===== config.mk =====
export PLATFORM = sky130hd
export DESIGN_NAME = ntt_ctrl_flat
export DESIGN_NICKNAME = d
export VERILOG_FILES = /design/src/rtl/ntt_pkg.sv /design/src/rtl/ntt_ctrl_if.sv /design/src/rtl/ntt_addr_gen.sv /design/src/rtl/ntt_ctrl.sv /design/src/flat_wrapper.sv
export SDC_FILE = /design/constraint.sdc
export NUM_CORES = 1
export LEC_CHECK = 0
export CAP_MARGIN = 0
export CORE_MARGIN = 2
export CORE_UTILIZATION = 50
export DETAILED_ROUTE_END_ITERATION = 10
export MAX_ROUTING_LAYER = met4
export PLACE_DENSITY = 0.73
export SLEW_MARGIN = 40
export SYNTH_ARGS = -nofsm -noshare
export SYNTH_HDL_FRONTEND = slang
export SYNTH_SLANG_ARGS = --single-unit
export TNS_END_PERCENT = 10

===== constraint.sdc =====
create_clock -name clk -period 6.2 [get_ports clk]
set_clock_uncertainty 0.05 [all_clocks]
set_input_delay 0.93 -clock clk [delete_from_list [all_inputs] [get_ports clk]]
set_output_delay 0.93 -clock clk [all_outputs]
set_load 0.01 [all_outputs]

===== src/rtl/ntt_pkg.sv =====
// Shared constants, FSM encoding and write-back record for the NTT sequencer.
package ntt_pkg;
    localparam logic [1:0] NTT     = 2'd0;
    localparam logic [1:0] INTT    = 2'd1;
    localparam logic [1:0] MULT    = 2'd2;
    localparam logic [1:0] ADD_SUB = 2'd3;

    localparam int N              = 256;
    localparam int LAYERS         = 7;
    localparam int BFLY_PER_LAYER = 128;

    localparam int AW = $clog2(N);
    localparam int BW = $clog2(BFLY_PER_LAYER);
    localparam int LW = $clog2(LAYERS);

    typedef enum logic [1:0] {ST_IDLE, ST_ISSUE, ST_DRAIN, ST_DONE} state_t;

    typedef struct packed {
        logic          vld;
        logic [AW-1:0] addr_1;
        logic [AW-1:0] addr_2;
    } wb_t;
endpackage


===== src/rtl/ntt_ctrl_if.sv =====
// Host/RAM-facing signal bundle of the NTT sequencer; master = host, slave = sequencer.
interface ntt_ctrl_if;
    import ntt_pkg::*;

    logic          start;
    logic [1:0]    mode_in;
    logic          busy;
    logic          done;
    logic          err;
    logic          rd_en;
    logic [AW-1:0] rd_addr_1;
    logic [AW-1:0] rd_addr_2;
    logic [BW-1:0] coef_addr;
    logic [1:0]    bf_mode;
    logic          wr_en;
    logic [AW-1:0] wr_addr_1;
    logic [AW-1:0] wr_addr_2;
    logic [LW-1:0] layer;

    modport master (
        output start, mode_in,
        input  busy, done, err, rd_en, rd_addr_1, rd_addr_2, coef_addr,
               bf_mode, wr_en, wr_addr_1, wr_addr_2, layer
    );

    modport slave (
        input  start, mode_in,
        output busy, done, err, rd_en, rd_addr_1, rd_addr_2, coef_addr,
               bf_mode, wr_en, wr_addr_1, wr_addr_2, layer
    );
endinterface


===== src/rtl/ntt_addr_gen.sv =====
// Maps (mode, layer, butterfly index) to the operand pair and twiddle index.
// Purely combinational; no flow control.
module ntt_addr_gen
    import ntt_pkg::*;
(
    input  logic [1:0]    mode,
    input  logic [LW-1:0] layer,
    input  logic [BW-1:0] b,
    output logic [AW-1:0] rd_addr_1,
    output logic [AW-1:0] rd_addr_2,
    output logic [BW-1:0] coef_addr
);
    logic [2:0]    s;
    logic [AW-1:0] len;
    logic [AW-1:0] lo_mask;
    logic [AW-1:0] b_ext;
    logic [AW-1:0] j;
    logic [BW-1:0] g;

    always_comb begin
        s       = (mode == INTT) ? 3'(layer + 3'd1) : 3'(3'd7 - layer);
        len     = AW'(1) << s;
        lo_mask = len - AW'(1);
        b_ext   = {1'b0, b};
        // Insert a zero at bit s: low bits stay, high bits move up by one.
        j       = (b_ext & lo_mask) | ((b_ext & ~lo_mask) << 1);
        g       = b >> s;
        rd_addr_1 = j;
        rd_addr_2 = j | len;
        // INTT base 2^(8-s)-1 is a run of (8-s) ones; s=1 yields all seven bits set.
        if (mode == INTT) begin
            coef_addr = ~({BW{1'b1}} << (4'd8 - {1'b0, s})) - g;
        end else begin
            coef_addr = (BW'(1) << (3'd7 - s)) + g;
        end
    end
endmodule


===== src/rtl/ntt_ctrl.sv =====
// Issues one butterfly per cycle for a 7-layer NTT/INTT and realigns write-back
// addresses WR_DLY cycles later; drains between layers, accepts start only when idle.
module ntt_ctrl
    import ntt_pkg::*;
#(
    parameter int RD_LAT = 1,
    parameter int BF_LAT = 5
)
(
    input  logic       clk,
    input  logic       rst_n,
    ntt_ctrl_if.slave  bus
);
    localparam int WR_DLY = RD_LAT + BF_LAT;
    localparam int DCW    = $clog2(WR_DLY + 1);

    state_t         state;
    logic [1:0]     mode_q;
    logic [LW-1:0]  layer_q;
    logic [BW-1:0]  b_q;
    logic [DCW-1:0] drain_cnt;
    logic           rd_en_q;
    logic           busy_q;
    logic           done_q;
    logic           err_q;

    logic [AW-1:0]  a1;
    logic [AW-1:0]  a2;
    logic [BW-1:0]  k;
    logic [AW-1:0]  rd_a1;
    logic [AW-1:0]  rd_a2;
    wb_t            dly [WR_DLY];

    ntt_addr_gen u_addr_gen (
        .mode      (mode_q),
        .layer     (layer_q),
        .b         (b_q),
        .rd_addr_1 (a1),
        .rd_addr_2 (a2),
        .coef_addr (k)
    );

    always_ff @(posedge clk or negedge rst_n) begin
        if (!rst_n) begin
            state     <= ST_IDLE;
            mode_q    <= NTT;
            layer_q   <= '0;
            b_q       <= '0;
            drain_cnt <= '0;
            rd_en_q   <= 1'b0;
            busy_q    <= 1'b0;
            done_q    <= 1'b0;
            err_q     <= 1'b0;
        end else begin
            done_q <= 1'b0;
            err_q  <= 1'b0;
            case (state)
                ST_IDLE: begin
                    if (bus.start) begin
                        if (bus.mode_in == MULT || bus.mode_in == ADD_SUB) begin
                            err_q <= 1'b1;
                        end else begin
                            state   <= ST_ISSUE;
                            mode_q  <= bus.mode_in;
                            layer_q <= '0;
                            b_q     <= '0;
                            rd_en_q <= 1'b1;
                            busy_q  <= 1'b1;
                        end
                    end
                end
                ST_ISSUE: begin
                    if (b_q == BW'(BFLY_PER_LAYER - 1)) begin
                        state     <= ST_DRAIN;
                        rd_en_q   <= 1'b0;
                        drain_cnt <= '0;
                    end else begin
                        b_q <= b_q + 1'b1;
                    end
                end
                ST_DRAIN: begin
                    // Wait until the last write of this layer has committed.
                    if (drain_cnt == DCW'(WR_DLY - 1)) begin
                        if (layer_q == LW'(LAYERS - 1)) begin
                            state  <= ST_DONE;
                            busy_q <= 1'b0;
                            done_q <= 1'b1;
                        end else begin
                            state   <= ST_ISSUE;
                            layer_q <= layer_q + 1'b1;
                            b_q     <= '0;
                            rd_en_q <= 1'b1;
                        end
                    end else begin
                        drain_cnt <= drain_cnt + 1'b1;
                    end
                end
                ST_DONE: begin
                    state <= ST_IDLE;
                end
                default: begin
                    state <= ST_IDLE;
                end
            endcase
        end
    end

    assign rd_a1 = rd_en_q ? a1 : '0;
    assign rd_a2 = rd_en_q ? a2 : '0;

    always_ff @(posedge clk or negedge rst_n) begin
        if (!rst_n) begin
            for (int i = 0; i < WR_DLY; i++) dly[i] <= '0;
        end else begin
            dly[0] <= '{vld: rd_en_q, addr_1: rd_a1, addr_2: rd_a2};
            for (int i = 1; i < WR_DLY; i++) dly[i] <= dly[i-1];
        end
    end

    assign bus.busy      = busy_q;
    assign bus.done      = done_q;
    assign bus.err       = err_q;
    assign bus.rd_en     = rd_en_q;
    assign bus.rd_addr_1 = rd_a1;
    assign bus.rd_addr_2 = rd_a2;
    assign bus.coef_addr = rd_en_q ? k : '0;
    assign bus.bf_mode   = mode_q;
    assign bus.wr_en     = dly[WR_DLY-1].vld;
    assign bus.wr_addr_1 = dly[WR_DLY-1].addr_1;
    assign bus.wr_addr_2 = dly[WR_DLY-1].addr_2;
    assign bus.layer     = layer_q;
endmodule


===== src/flat_wrapper.sv =====
// flat-port wrapper written by rule: the top's interface ports become plain ports
module ntt_ctrl_flat import ntt_pkg::*;
#(
    parameter int RD_LAT = 1,
    parameter int BF_LAT = 5
)
  (clk, rst_n, bus_start, bus_mode_in, bus_busy, bus_done, bus_err, bus_rd_en, bus_rd_addr_1, bus_rd_addr_2, bus_coef_addr, bus_bf_mode, bus_wr_en, bus_wr_addr_1, bus_wr_addr_2, bus_layer);
  ntt_ctrl_if bus_i ();
  input  logic clk;
  input  logic rst_n;
  input wire logic [$bits(bus_i.start)-1:0] bus_start;
  input wire logic [$bits(bus_i.mode_in)-1:0] bus_mode_in;
  output wire logic [$bits(bus_i.busy)-1:0] bus_busy;
  output wire logic [$bits(bus_i.done)-1:0] bus_done;
  output wire logic [$bits(bus_i.err)-1:0] bus_err;
  output wire logic [$bits(bus_i.rd_en)-1:0] bus_rd_en;
  output wire logic [$bits(bus_i.rd_addr_1)-1:0] bus_rd_addr_1;
  output wire logic [$bits(bus_i.rd_addr_2)-1:0] bus_rd_addr_2;
  output wire logic [$bits(bus_i.coef_addr)-1:0] bus_coef_addr;
  output wire logic [$bits(bus_i.bf_mode)-1:0] bus_bf_mode;
  output wire logic [$bits(bus_i.wr_en)-1:0] bus_wr_en;
  output wire logic [$bits(bus_i.wr_addr_1)-1:0] bus_wr_addr_1;
  output wire logic [$bits(bus_i.wr_addr_2)-1:0] bus_wr_addr_2;
  output wire logic [$bits(bus_i.layer)-1:0] bus_layer;
  assign bus_i.start = bus_start;
  assign bus_i.mode_in = bus_mode_in;
  assign bus_busy = bus_i.busy;
  assign bus_done = bus_i.done;
  assign bus_err = bus_i.err;
  assign bus_rd_en = bus_i.rd_en;
  assign bus_rd_addr_1 = bus_i.rd_addr_1;
  assign bus_rd_addr_2 = bus_i.rd_addr_2;
  assign bus_coef_addr = bus_i.coef_addr;
  assign bus_bf_mode = bus_i.bf_mode;
  assign bus_wr_en = bus_i.wr_en;
  assign bus_wr_addr_1 = bus_i.wr_addr_1;
  assign bus_wr_addr_2 = bus_i.wr_addr_2;
  assign bus_layer = bus_i.layer;
  ntt_ctrl #(.RD_LAT(RD_LAT), .BF_LAT(BF_LAT)) u_core (.clk(clk), .rst_n(rst_n), .bus(bus_i));
endmodule

== After elaboration in Yosys (flattened, before gate mapping) ==
Cells that the tools add are included.
Storage, ports and cells
  logic and storage cells: 116
  output and inout bits: 49
  input port bits: 5
  register bits after elaboration: 123
Cells by class
  add/sub/neg operators: 9
  shifts and indexed selects: 4
  bitwise operators: 7
  muxes and demuxes: 40
  reductions and logical operators: 12
  equality and inequality tests: 17
Operator list (count)
  7-bit two-way mux: 7
  3-bit two-way mux: 7
  7-bit case mux with 3 select lines: 1
  8-bit two-way mux: 2
  8-bit OR: 2
  7-bit NOT: 2
  1-bit two-way mux: 13
  3-bit case mux with 2 select lines: 2
  6-bit AND reduction: 2
  2-bit two-way mux: 5
  2-bit != test (second input constant): 5
  5-bit AND reduction: 2
  7-bit by 8-bit bitwise AND with 8-bit output: 1
  2-bit == test (second input constant): 4
  2-bit case mux with 4 select lines: 1
  1-bit by 3-bit << shifter with 8-bit output (first input constant): 1
  8-bit by 1-bit subtractor with 8-bit output (second input constant): 1
  7-bit by 1-bit adder with 7-bit output (second input constant): 1
  7-bit adder: 1
  7-bit bitwise AND: 1
  7-bit == test (second input constant): 1
  1-bit by 3-bit << shifter with 7-bit output (first input constant): 1
  7-bit by 4-bit << shifter with 7-bit output (first input constant): 1
  7-bit by 3-bit >> shifter with 7-bit output: 1
  16 further kinds: 24

== Depth between registers and ports, before layout ==
Gate-level depths: netlist (run 1).
  word-level depth: 9
  mapped depth: 17
  depth with buffers taken out: 17

== Cells and area by module ==
A second synthesis (run 1) with hierarchy kept.
Unflattened totals
  cells, all modules: 441
  area total of the unflattened synthesis: 5325.1 µm²
Modules (own cells, without submodules)
  ntt_ctrl: area an instance 3876.2 µm², cells each 244, instances 1, seq. area each 3078.0 µm²
  ntt_addr_gen: area an instance 1448.9 µm², cells each 197, instances 1, seq. area each 0.0 µm²

== Least setup slack after synthesis (run 1) ==
Ideal clock, no wire load.
  path kind: register to output
  start point: register u_core.layer_q[0], in the netlist u_core.bus.layer[0]
  end point: output port bus_coef_addr[6]
  arrival: 3769 ps
  required time: 5220 ps
  buffers on the path: 0
  setup slack: 1451 ps
  cell stages (with the launch flop): 18
  cell sequence: dfrtp_1 clkinv_1 ha_1 and3b_1 a21oi_2 inv_2 mux2i_1 nand2b_1 nor2_1 o32a_1 ha_1 fa_1 a21o_1 a21oi_1 o21ai_0 xor2_1 nand3_1 o31ai_1
On the way
  cells in the longest elaborated chain, start to end: 8
  elaborated cells on any way between the ends: 13
  classes of those cells: 6 x add/sub; 3 x shift; 3 x mux; 1 x bitwise
Ends and longest elaborated chain
  start: declaration: line ntt_ctrl.sv:19  | logic [LW-1:0] layer_q;
  start signal: assignment: line ntt_ctrl.sv:90  | layer_q <= layer_q + 1'b1;
  3-bit subtractor / 3-bit by 1-bit adder with 3-bit output (equally long branches): line ntt_addr_gen.sv:21  | s = (mode == INTT) ? 3'(layer + 3'd1) : 3'(3'd7 - layer);
  3-bit two-way mux *: line ntt_addr_gen.sv:21
  4-bit by 3-bit subtractor with 4-bit output: line ntt_addr_gen.sv:32  | coef_addr = ~({BW{1'b1}} << (4'd8 - {1'b0, s})) - g;
  7-bit by 4-bit << shifter with 7-bit output: line ntt_addr_gen.sv:32
  7-bit NOT: line ntt_addr_gen.sv:32
  7-bit subtractor: line ntt_addr_gen.sv:32
  7-bit two-way mux *: line ntt_addr_gen.sv:31  | if (mode == INTT) begin
  7-bit two-way mux *: line ntt_ctrl.sv:126  | assign bus.coef_addr = rd_en_q ? k : '0;
  end: declaration: line flat_wrapper.sv:19  | output wire logic [$bits(bus_i.coef_addr)-1:0] bus_coef_addr;
Every way passes the cells marked *; elsewhere a longest branch is shown, timed or not.

== Final worst setup path (run 1) ==
Ends and elaborated chain as after synthesis.

==> results.sh, run 1 <==
export IMPL_worstHoldEndpoint="u_core.dly[77]"
export IMPL_clkSinkCount=123
export IMPL_ys_ff_latch=123
export IMPL_fin_setup_tns_ns=0
export IMPL_grt_pass1_vias=3323
export IMPL_cp_startpoint="u_core.bus.layer[0]"
export IMPL_ys_top_cells_by_count="123 x dfrtp_1, 34 x nand2_1, 30 x nor2_1, 28 x a21oi_1, 26 x ha_1"
export IMPL_nets=515
export IMPL_seq_area_frac_synth_pct=60.4
export IMPL_multi_input_comb_area_um2=1770
export IMPL_synth_top_cell_area_share_pct=60.4
export IMPL_n_antenna_cell=0
export IMPL_hp_start="u_core.dly[94]"
export IMPL_fin_cells=627
export IMPL_synth_top_cells_by_area="dfrtp_1 60%, ha_1 6.4%, a21oi_1 2.7%, nand2_1 2.5%, buf_4 2.4%"
export IMPL_setup_violations=0
export IMPL_clk_pin_slew_ns=0.06
export IMPL_antenna_found_initial=0
export IMPL_die_area_um2=11000
export IMPL_regArea_um2=3080
export IMPL_clockRootBuffer="clkbuf_8"
export IMPL_io_buffers=53
export IMPL_synth_async_reset_ratio_pct=100
export IMPL_status="finished, final reports clean"
export IMPL_htreeDepth=4
export IMPL_dp_hpwl_um=6740
export IMPL_drc_errors=0
export IMPL_core_area_um2=9820
export IMPL_slew_headroom_pct=55.7
export IMPL_crit_path_end_kind="output pin"
export IMPL_start_kind="register"
export IMPL_hold_violations=0
export IMPL_place_congestion=0.875
export IMPL_num_vias=3250
export IMPL_finalWirelength_um=10400
export IMPL_arrival_ns=4.86
export IMPL_fmax_mhz=171
export IMPL_die_w_um=105
export IMPL_floorplan_initialDensity_pct=51.9
export IMPL_drt_vias_per_instance=5.18
export IMPL_area_growth_pct=22.9
export IMPL_drv_slew=0
export IMPL_globalRouteTotalUtil_pct=21.2
export IMPL_synth_ff_type="dfrtp_1"
export IMPL_crit_type="register to output pin"
export IMPL_critical_path_cell_chain="clkinvlp_4 -> ha_1 -> and3b_1 -> a21oi_4 -> inv_2 -> mux2i_1 -> nand2b_1 -> nor2_1 -> o32a_1 -> ha_1 -> fa_1 -> a21o_1 -> a21oi_1 -> o21ai_0 -> xor2_1 -> nand3_1 -> o31ai_1 -> clkdlybuf4s50_1"
export IMPL_drv_cap=0
export IMPL_crit_slowest_cell="clkdlybuf4s50_1"
export IMPL_synth_edff_count=0
export IMPL_syn_cell_area_um2=5100
export IMPL_insertion_delay_ns=0.50
export IMPL_rr_endpoint="u_core.dly[91]"
export IMPL_drt_iter0_drc=199
export IMPL_rows=36
export IMPL_yosys_warnings=0
export IMPL_drive_above_1_share_pct=10.3
export IMPL_r2r_slack_ns=3.02
export IMPL_p_per_area_nw_per_um2=527
export IMPL_pre_cts_ws_ns=0.631
export IMPL_syn_avg_cell_area_um2=11.7
export IMPL_grt_max_degree=70
export IMPL_ios=54
export IMPL_post_route_min_period_ns=5.84
export IMPL_worst_path_most_repeated_cell="ha_1"
export IMPL_overflow=0
export IMPL_placedCellCount=595
export IMPL_worstReg2RegStart="u_core.bus.layer[1]"
export IMPL_dr_pass1_iters=4
export IMPL_clock_path_buffers=2
export IMPL_tritoncts="done"
export IMPL_path_max_fanout=8
export IMPL_die_h_um=105
export IMPL_antenna_left=0
export IMPL_yosysMostFrequentCell="dfrtp_1"
export IMPL_grt_pass1_wl_um=17300
export IMPL_total_power_mw=3.30
export IMPL_peakVddDrop_uv=208
export IMPL_fin_ws_ns=0.359
export IMPL_tightest_slew_ns=0.664
export IMPL_synth_distinct_cells=57
export IMPL_cellLeakagePower_nw=2.89
export IMPL_timing_final_crit_share_pct=94.2
export IMPL_reg2reg_depth=9
export IMPL_syn_inst=435
export IMPL_ctsHoldBuffers=0
export IMPL_cp_data_required_time_ns=5.22
export IMPL_synth_top_cell_by_area="dfrtp_1"
export IMPL_hold_depth=0
export IMPL_drt_wirelength_per_cell_um=16.5
export IMPL_fill_cells=768
export IMPL_hp_class="register to register"
export IMPL_synth_fp_nets=468
export IMPL_cpPeakStageDelay_ns=0.57
export IMPL_cts_buffers=17
-- power by group --
group          total (mW)  leakage (nW)  switching, mW  internal [mW]
logic                1.02          1.12          0.505          0.516
clock network       0.973         0.282          0.360          0.613
registers            1.31          1.49          0.177           1.13
-- per-stage QoR --
| stage | cell area, µm² | utilization, % | hold WS, ns |
|---|---|---|---|
| 6_report | 6270 | 63.8 | 0.286 |
| 4_1_cts | 6230 | 63.5 | 0.290 |
| 5_1_grt | 6270 | 63.8 | 0.297 |
| 3_3_place_gp | 5650 | 57.5 | 0.281 |
| 2_1_floorplan | 5100 | - | 0.281 |
| 3_5_place_dp | 5650 | 57.5 | 0.285 |
-- worst max path at each step --
stage	end	slack [ns]
3_3_place_gp	bus_coef_addr[6]	0.72
3_5_place_dp	bus_coef_addr[6]	0.63
5_1_grt	bus_coef_addr[6]	-0.0008
4_1_cts	bus_coef_addr[6]	0.07
2_1_floorplan	bus_coef_addr[6]	1.45
6_report	bus_coef_addr[6]	0.36
-- sequential cells by signal, summed over array words and instances (netlist names), 2 cells and up --
signal	cells
u_core.bus.wr_addr_1	8
u_core.drain_cnt	3
u_core.bus.wr_addr_2	8
u_core.b_q	7
u_core.state	2
u_core.bus.bf_mode	2
u_core.bus.layer	3
u_core.dly	85
-- worst max-delay path: cells and delay by family, from the launching register on --
family | cells | cell delay (ns)
AO/OA/AOI/OAI | 6 | 1.22
AND/OR/NAND/NOR | 4 | 0.51
adder cells (fa/ha/maj) | 3 | 0.97
multiplexers | 1 | 0.19
XOR/XNOR | 1 | 0.17
buffers and inverters | 3 | 0.86
flip-flops | 1 | 0.42
-- cell families after synthesis --
group | count (synthesis) | share of synthesized area [%]
DFF | 123 | 60.4
AOI/OAI and AO/OA | 89 | 11.2
buffers and inverters | 56 | 5.32
xor gates and xnor gates | 18 | 3.24
muxes | 10 | 2.13
adders and majority gates | 28 | 7.17
and+or+nand+nor | 111 | 10.6
-- cell usage in the layout (no fill, tap or decap), types with 4 or more instances in the layout --
| cell | instances |
|---|---|
| a21o_1 | 5 |
| a21oi_1 | 28 |
| and2_1 | 4 |
| buf_4 | 4 |
| clkbuf_16 | 16 |
| clkdlybuf4s50_1 | 52 |
| clkinv_4 | 4 |
| dfrtp_1 | 122 |
| ha_1 | 26 |
| inv_1 | 25 |
| mux2i_1 | 6 |
| nand2_1 | 34 |
| nand2b_1 | 7 |
| nand3_1 | 9 |
| nor2_1 | 30 |
| nor2b_1 | 4 |
| nor3_1 | 7 |
| o21a_1 | 5 |
| o21ai_0 | 18 |
| o22ai_1 | 7 |
| or3_1 | 4 |
| xnor2_1 | 12 |
| xor2_1 | 5 |
-- layout make-up --
class,count,area share [%]
Clock buffer,18,6.67
Clock inverter,13,2.68
Inverter,27,1.68
Multi-Input combinational cell,256,28.2
Sequential cell,123,49.1
Tap cell,133,2.66
Timing Repair Buffer,57,8.97
-- layer usage --
metal,track usage [%],part of all wire (%),vias to the layer above
li1,-,-,1560
met2,34.7,52,73
met5,-,0,-
met1,25.9,43,1603
met4,6.76,1.4,0
met3,5.36,3.9,14
-- what timing repair did --
| item | 4_1_cts | 5_1_grt |
|---|---|---|
| buffers inserted | 0 | 1 |
| endpoints found under the setup margin | 0 | 3 |
| gates resized for setup | 0 | 4 |
Power figures use the tool's default switching activity.
==> inputs of run 2 (changes only) <==
--- a/config.mk
+++ b/config.mk
@@ -11,6 +11,7 @@
 export DETAILED_ROUTE_END_ITERATION = 10
 export MAX_ROUTING_LAYER = met4
 export PLACE_DENSITY = 0.73
+export RECOVER_POWER = 25
 export SLEW_MARGIN = 40
 export SYNTH_ARGS = -nofsm -noshare
 export SYNTH_HDL_FRONTEND = slang
==> constraint.sdc (replaced) <==
create_clock -name clk -period 5.4 [get_ports clk]
set_clock_uncertainty 0.05 [all_clocks]
set_input_delay 0.81 -clock clk [delete_from_list [all_inputs] [get_ports clk]]
set_output_delay 0.81 -clock clk [all_outputs]
set_load 0.01 [all_outputs]
==> results.sh, run 2 (synthesized netlist as in run 1, its figures left out) <==
export IMPL_status="finished, final reports clean"
export IMPL_drive_above_1_share_pct=14.1
export IMPL_ios=54
export IMPL_n_antenna_cell=0
export IMPL_final_common_cell="dfrtp_1"
export IMPL_crit_path_end_kind="output pin"
export IMPL_start_kind="register"
export IMPL_clk_pin_slew_ns=0.06
export IMPL_reg2reg_depth=12
export IMPL_rr_endpoint="u_core.dly[90]"
export IMPL_hold_violations=0
export IMPL_drc_errors=0
export IMPL_rows=36
export IMPL_nets=525
export IMPL_fin_cells=638
export IMPL_fin_setup_tns_ns=0
export IMPL_fin_hold_ws_ns=0.249
export IMPL_drt_iter0_drc=191
export IMPL_r2r_slack_ns=2.15
export IMPL_slew_headroom_pct=59.7
export IMPL_die_h_um=105
export IMPL_tightest_slew_ns=0.596
export IMPL_clockRootBuffer="clkbuf_8"
export IMPL_post_route_min_period_ns=5.22
export IMPL_finalWirelength_um=10100
export IMPL_insertion_delay_ns=0.51
export IMPL_antenna_found_initial=0
export IMPL_io_buffers=53
export IMPL_seq_power_share_pct=39.2
export IMPL_floorplan_initialDensity_pct=51.9
export IMPL_setup_violations=0
export IMPL_globalRouteTotalUtil_pct=20.2
export IMPL_grt_busiest_layer="met2"
export IMPL_cp_data_required_time_ns=4.54
export IMPL_drv_cap=0
export IMPL_core_area_um2=9820
export IMPL_num_vias=3331
export IMPL_tritoncts="done"
export IMPL_worst_path_most_repeated_cell="a21oi_2"
export IMPL_grt_pass1_wl_um=16700
export IMPL_p_per_area_nw_per_um2=598
export IMPL_peakVddDrop_uv=241
export IMPL_switching_share_pct=32.0
export IMPL_htreeDepth=4
export IMPL_grt_max_degree=72
export IMPL_cts_buffers=17
export IMPL_largest_register_ffs=85
export IMPL_critical_path_cell_chain="buf_4 -> ha_2 -> nor3b_4 -> xnor2_4 -> inv_2 -> nand2_1 -> a21oi_2 -> a21oi_2 -> a21oi_2 -> ha_1 -> a21o_1 -> a21oi_2 -> o21bai_1 -> a21oi_1 -> mux2_2 -> nand3b_1 -> clkdlybuf4s50_1"
export IMPL_use_met3_pct=5.43
export IMPL_timing_final_crit_share_pct=96.7
export IMPL_drv_slew=0
export IMPL_p_switching_mw=1.22
export IMPL_total_power_mw=3.81
export IMPL_dr_pass1_iters=4
export IMPL_p_comb_share_pct=32.0
export IMPL_grt_pass1_vias=3371
export IMPL_area_growth_pct=24.9
export IMPL_p_clk_share_pct=28.9
export IMPL_dp_hpwl_um=6490
export IMPL_overflow=0
export IMPL_clock_path_buffers=2
export IMPL_die_area_um2=11000
export IMPL_crit_type="register to output pin"
export IMPL_cpPeakStageDelay_ns=0.53
export IMPL_multi_input_comb_area_um2=1800
export IMPL_drt_vias_per_instance=5.22
export IMPL_placedCellCount=599
export IMPL_die_w_um=105
export IMPL_intPower_mw=2.59
export IMPL_cellLeakagePower_nw=2.94
export IMPL_drt_wirelength_per_cell_um=15.8
export IMPL_crit_slowest_cell="clkdlybuf4s50_1"
export IMPL_use_met1_pct=23.8
export IMPL_fmax_mhz=191
export IMPL_fin_ws_ns=0.177
export IMPL_arrival_ns=4.36
export IMPL_clkSinkCount=123
export IMPL_regArea_um2=3080
export IMPL_rsz0062_at_grt="true"
export IMPL_fill_cells=784
export IMPL_path_max_fanout=18
export IMPL_place_congestion=0.903
export IMPL_pre_cts_ws_ns=0.231
export IMPL_largest_register="u_core.dly"
export IMPL_mostFrequentLayoutCells="122 x dfrtp_1, 50 x clkdlybuf4s50_1, 34 x nand2_1"
export IMPL_gr_usage_met2_pct=34.2
export IMPL_worstReg2RegStart="u_core.bus.layer[0]"
export IMPL_hp_class="input port to asynchronous set/reset pin"
export IMPL_antenna_left=0
==> run 2: cell types whose count changed in the layout (fill, tap and decap cells not counted), moves of 2 or more <==
| cell | before | now |
|---|---|---|
| inv_6 | 2 | 4 |
| buf_4 | 4 | 14 |
| clkdlybuf4s50_1 | 52 | 50 |
| ha_1 | 26 | 24 |
| clkinv_4 | 4 | 2 |
| a21oi_2 | 0 | 6 |
| a21oi_1 | 28 | 23 |
| inv_8 | 0 | 2 |
==> run 2: how the worst max path moves through the flow <==
stage,start,to,cells after the start
6_report,u_core.bus.layer[0],bus_coef_addr[5],17
5_1_grt,u_core.bus.layer[0],bus_coef_addr[5],17
4_1_cts,u_core.bus.layer[0],bus_coef_addr[5],16
3_5_place_dp,u_core.bus.layer[0],bus_coef_addr[6],17
3_3_place_gp,u_core.bus.layer[0],bus_coef_addr[5],16
2_1_floorplan,u_core.bus.layer[0],bus_coef_addr[6],17
==> run 2: metal layers <==
| metal | routed length, µm | share of wire, % |
|---|---|---|
| met5 | 0 | 0 |
| met4 | 85 | 0.84 |
| met3 | 343 | 3.4 |
| met2 | 5360 | 53 |
| met1 | 4310 | 43 |
==> run 2: layout make-up <==
class | instances | share of cell area [%]
sequential | 123 | 48.3
multi-input combinational | 256 | 28.3
timing repair buffer | 67 | 10.0
clock buffer | 18 | 6.56
tap | 133 | 2.61
clock inverter | 14 | 2.55
inverter | 27 | 1.59
==> run 2: metrics by stage <==
step | utilization (%) | cell area [µm²]
6_report | 64.9 | 6370
5_1_grt | 64.9 | 6370
4_1_cts | 63.9 | 6270
3_5_place_dp | 57.8 | 5680
3_3_place_gp | 57.8 | 5680
2_1_floorplan | - | 5100
==> run 2: worst max-delay path: cells and delay by family, from the launching register on <==
family                     cells  cell delay, ns
muxes                          1            0.34
xor gates and xnor gates       1            0.20
and+or+nand+nor                3            0.49
AOI/OAI and AO/OA              7            1.02
buffers and inverters          3            0.90
adders and majority gates      2            0.52
DFF                            1            0.38
==> run 2: repair_timing <==
action                                  4_1_cts  5_1_grt
resized for setup                             6       10
endpoints found under the setup margin        4        4
buffers inserted                              0        7
hold buffers                                  0        0
cloned                                        0        0
pin swaps                                     1        3
==> run 2: power by group through the flow <==
stage                     clock (mW)  sequential (mW)  combinational, mW
after floorplan                    0             1.40              0.773
after global placement             0             1.47               1.16
after detailed placement           0             1.49               1.17
after CTS                       1.13             1.50               1.18
after global routing            1.18             1.54               1.32
final                           1.10             1.49               1.22
==> inputs of run 3 (changes only) <==
--- a/config.mk
+++ b/config.mk
@@ -6,11 +6,10 @@
 export NUM_CORES = 1
 export LEC_CHECK = 0
 export CAP_MARGIN = 0
-export CORE_MARGIN = 2
-export CORE_UTILIZATION = 50
+export CORE_UTILIZATION = 55
 export DETAILED_ROUTE_END_ITERATION = 10
 export MAX_ROUTING_LAYER = met4
-export PLACE_DENSITY = 0.73
+export PLACE_DENSITY = 0.79
 export RECOVER_POWER = 25
 export SLEW_MARGIN = 40
 export SYNTH_ARGS = -nofsm -noshare
==> results.sh, run 3 (synthesized netlist as in run 1, its figures left out) <==
export IMPL_core_area_um2=8850
export IMPL_post_route_min_period_ns=5.31
export IMPL_hp_class="input port to asynchronous set/reset pin"
export IMPL_antenna_found_initial=0
export IMPL_largest_register_ffs=85
export IMPL_overflow=0
export IMPL_peakVddDrop_uv=238
export IMPL_dp_hpwl_um=6700
export IMPL_cts_buffers=17
export IMPL_cp_num_buf_inv=3
export IMPL_cp_startpoint="u_core.bus.layer[0]"
export IMPL_hold_violations=0
export IMPL_drt_vias_per_instance=5.47
export IMPL_setup_violations=0
export IMPL_total_power_mw=3.76
export IMPL_grt_pass1_vias=3502
export IMPL_die_w_um=98.3
export IMPL_drive_above_1_share_pct=13.0
export IMPL_failed_checks="DRC"
export IMPL_crit_path_end_kind="output pin"
export IMPL_die_h_um=98.3
export IMPL_largest_register="u_core.dly"
export IMPL_globalRouteTotalUtil_pct=23.6
export IMPL_clockRootBuffer="clkbuf_8"
export IMPL_path_max_fanout=7
export IMPL_fin_cells=609
export IMPL_die_area_um2=9660
export IMPL_antenna_left=0
export IMPL_area_growth_pct=23.0
export IMPL_crit_slowest_cell="clkdlybuf4s50_1"
export IMPL_worstReg2RegStart="u_core.bus.layer[1]"
export IMPL_drv_cap=0
export IMPL_p_per_area_nw_per_um2=599
export IMPL_cpPeakStageDelay_ns=0.55
export IMPL_n_antenna_cell=0
export IMPL_finalWirelength_um=10000
export IMPL_pre_cts_ws_ns=0.263
export IMPL_cellLeakagePower_nw=2.93
export IMPL_cpLargestDelayFamily="compound AO/OA/AOI/OAI gates"
export IMPL_crit_type="register to output pin"
export IMPL_multi_input_comb_area_um2=1780
export IMPL_arrival_ns=4.45
export IMPL_rsz0062_at_grt="true"
export IMPL_drc_errors=2
export IMPL_drt_wirelength_per_cell_um=16.4
export IMPL_insertion_delay_ns=0.50
export IMPL_fmax_mhz=188
export IMPL_rows=34
export IMPL_clock_path_buffers=2
export IMPL_place_congestion=0.863
export IMPL_reg2reg_depth=10
export IMPL_r2r_slack_ns=2.31
export IMPL_ios=54
export IMPL_timing_final_crit_share_pct=98.3
export IMPL_io_buffers=53
export IMPL_drt_iter0_drc=93
export IMPL_start_kind="register"
export IMPL_grt_max_degree=70
export IMPL_num_vias=3329
export IMPL_fin_ws_ns=0.0923
export IMPL_cp_data_required_time_ns=4.54
export IMPL_clk_pin_slew_ns=0.06
export IMPL_mostFrequentLayoutCells="122 x dfrtp_1, 50 x clkdlybuf4s50_1, 34 x nand2_1"
export IMPL_drv_slew=0
export IMPL_status="finished with violations"
export IMPL_floorplan_initialDensity_pct=57.6
export IMPL_slew_headroom_pct=58.2
export IMPL_nets=521
export IMPL_grt_pass1_wl_um=16900
export IMPL_tightest_slew_ns=0.627
export IMPL_placedCellCount=574
export IMPL_clkSinkCount=123
export IMPL_path_depth=17
export IMPL_htreeDepth=4
export IMPL_dr_pass1_iters=9
export IMPL_fill_cells=624
export IMPL_regArea_um2=3080
export IMPL_critical_path_cell_chain="clkinv_1 -> ha_1 -> and3b_1 -> a21oi_2 -> inv_2 -> mux2i_2 -> nand2b_4 -> nor2_1 -> o32a_1 -> ha_1 -> a21o_1 -> a21oi_1 -> o21bai_1 -> a21oi_1 -> mux2_2 -> nand3b_1 -> clkdlybuf4s50_1"
export IMPL_final_common_cell="dfrtp_1"
export IMPL_tritoncts="done"
-- run 3: cell types whose count changed in the layout (fill, tap and decap cells not counted), sizes merged --
cell         before  now
buf              15   11
bufinv            2    1
clkinvlp          3    2
dlygate4sd2       1    0
inv              32   35
-- run 3: cell type report --
type                    count  share of cell area, %
clock inverters            15                   2.45
multi-input cells         256                   28.4
inverters                  27                   1.62
repair buffers             63                   9.64
flip-flops and latches    123                   49.1
clock buffers              17                   6.61
well taps                 108                   2.16
-- run 3: per-layer routing --
metal	part of all wire, %	track usage (%)	vias up
li1	-	-	1574
met1	44	28.5	1650
met2	52	38.1	91
met3	3.1	5.01	14
met4	1.4	11.0	0
met5	0	-	-
-- run 3: timing repair --
item	in CTS	in global routing
buffers inserted	0	3
cloned	0	0
setup endpoints to repair	4	5
hold buffers	0	0
pin swaps	1	2
resized for setup	4	9
-- run 3: stage by stage --
step	utilization (%)	TNS, ns	hold slack (ns)	area, µm²
6_report	70.9	0	0.251	6270
5_1_grt	70.9	-0.189	0.283	6270
4_1_cts	70.4	0	0.291	6230
3_5_place_dp	63.8	0	0.285	5640
3_3_place_gp	63.8	0	0.282	5640
2_1_floorplan	-	0	0.281	5100
-- run 3: worst paths after layout --
check | endpoint
worst max-delay path | bus_coef_addr[5]
worst min-delay path | u_core.dly[18]
worst max register to register | u_core.dly[90]
worst min register to register | u_core.dly[82]
max in group asynchronous | u_core.dly[100]
min in group clk | u_core.dly[82]
-- run 3: power breakdown --
group          switching, mW  internal, mW
Sequential             0.190          1.30
Clock                  0.435         0.628
Combinational          0.596         0.609
Total                   1.22          2.54
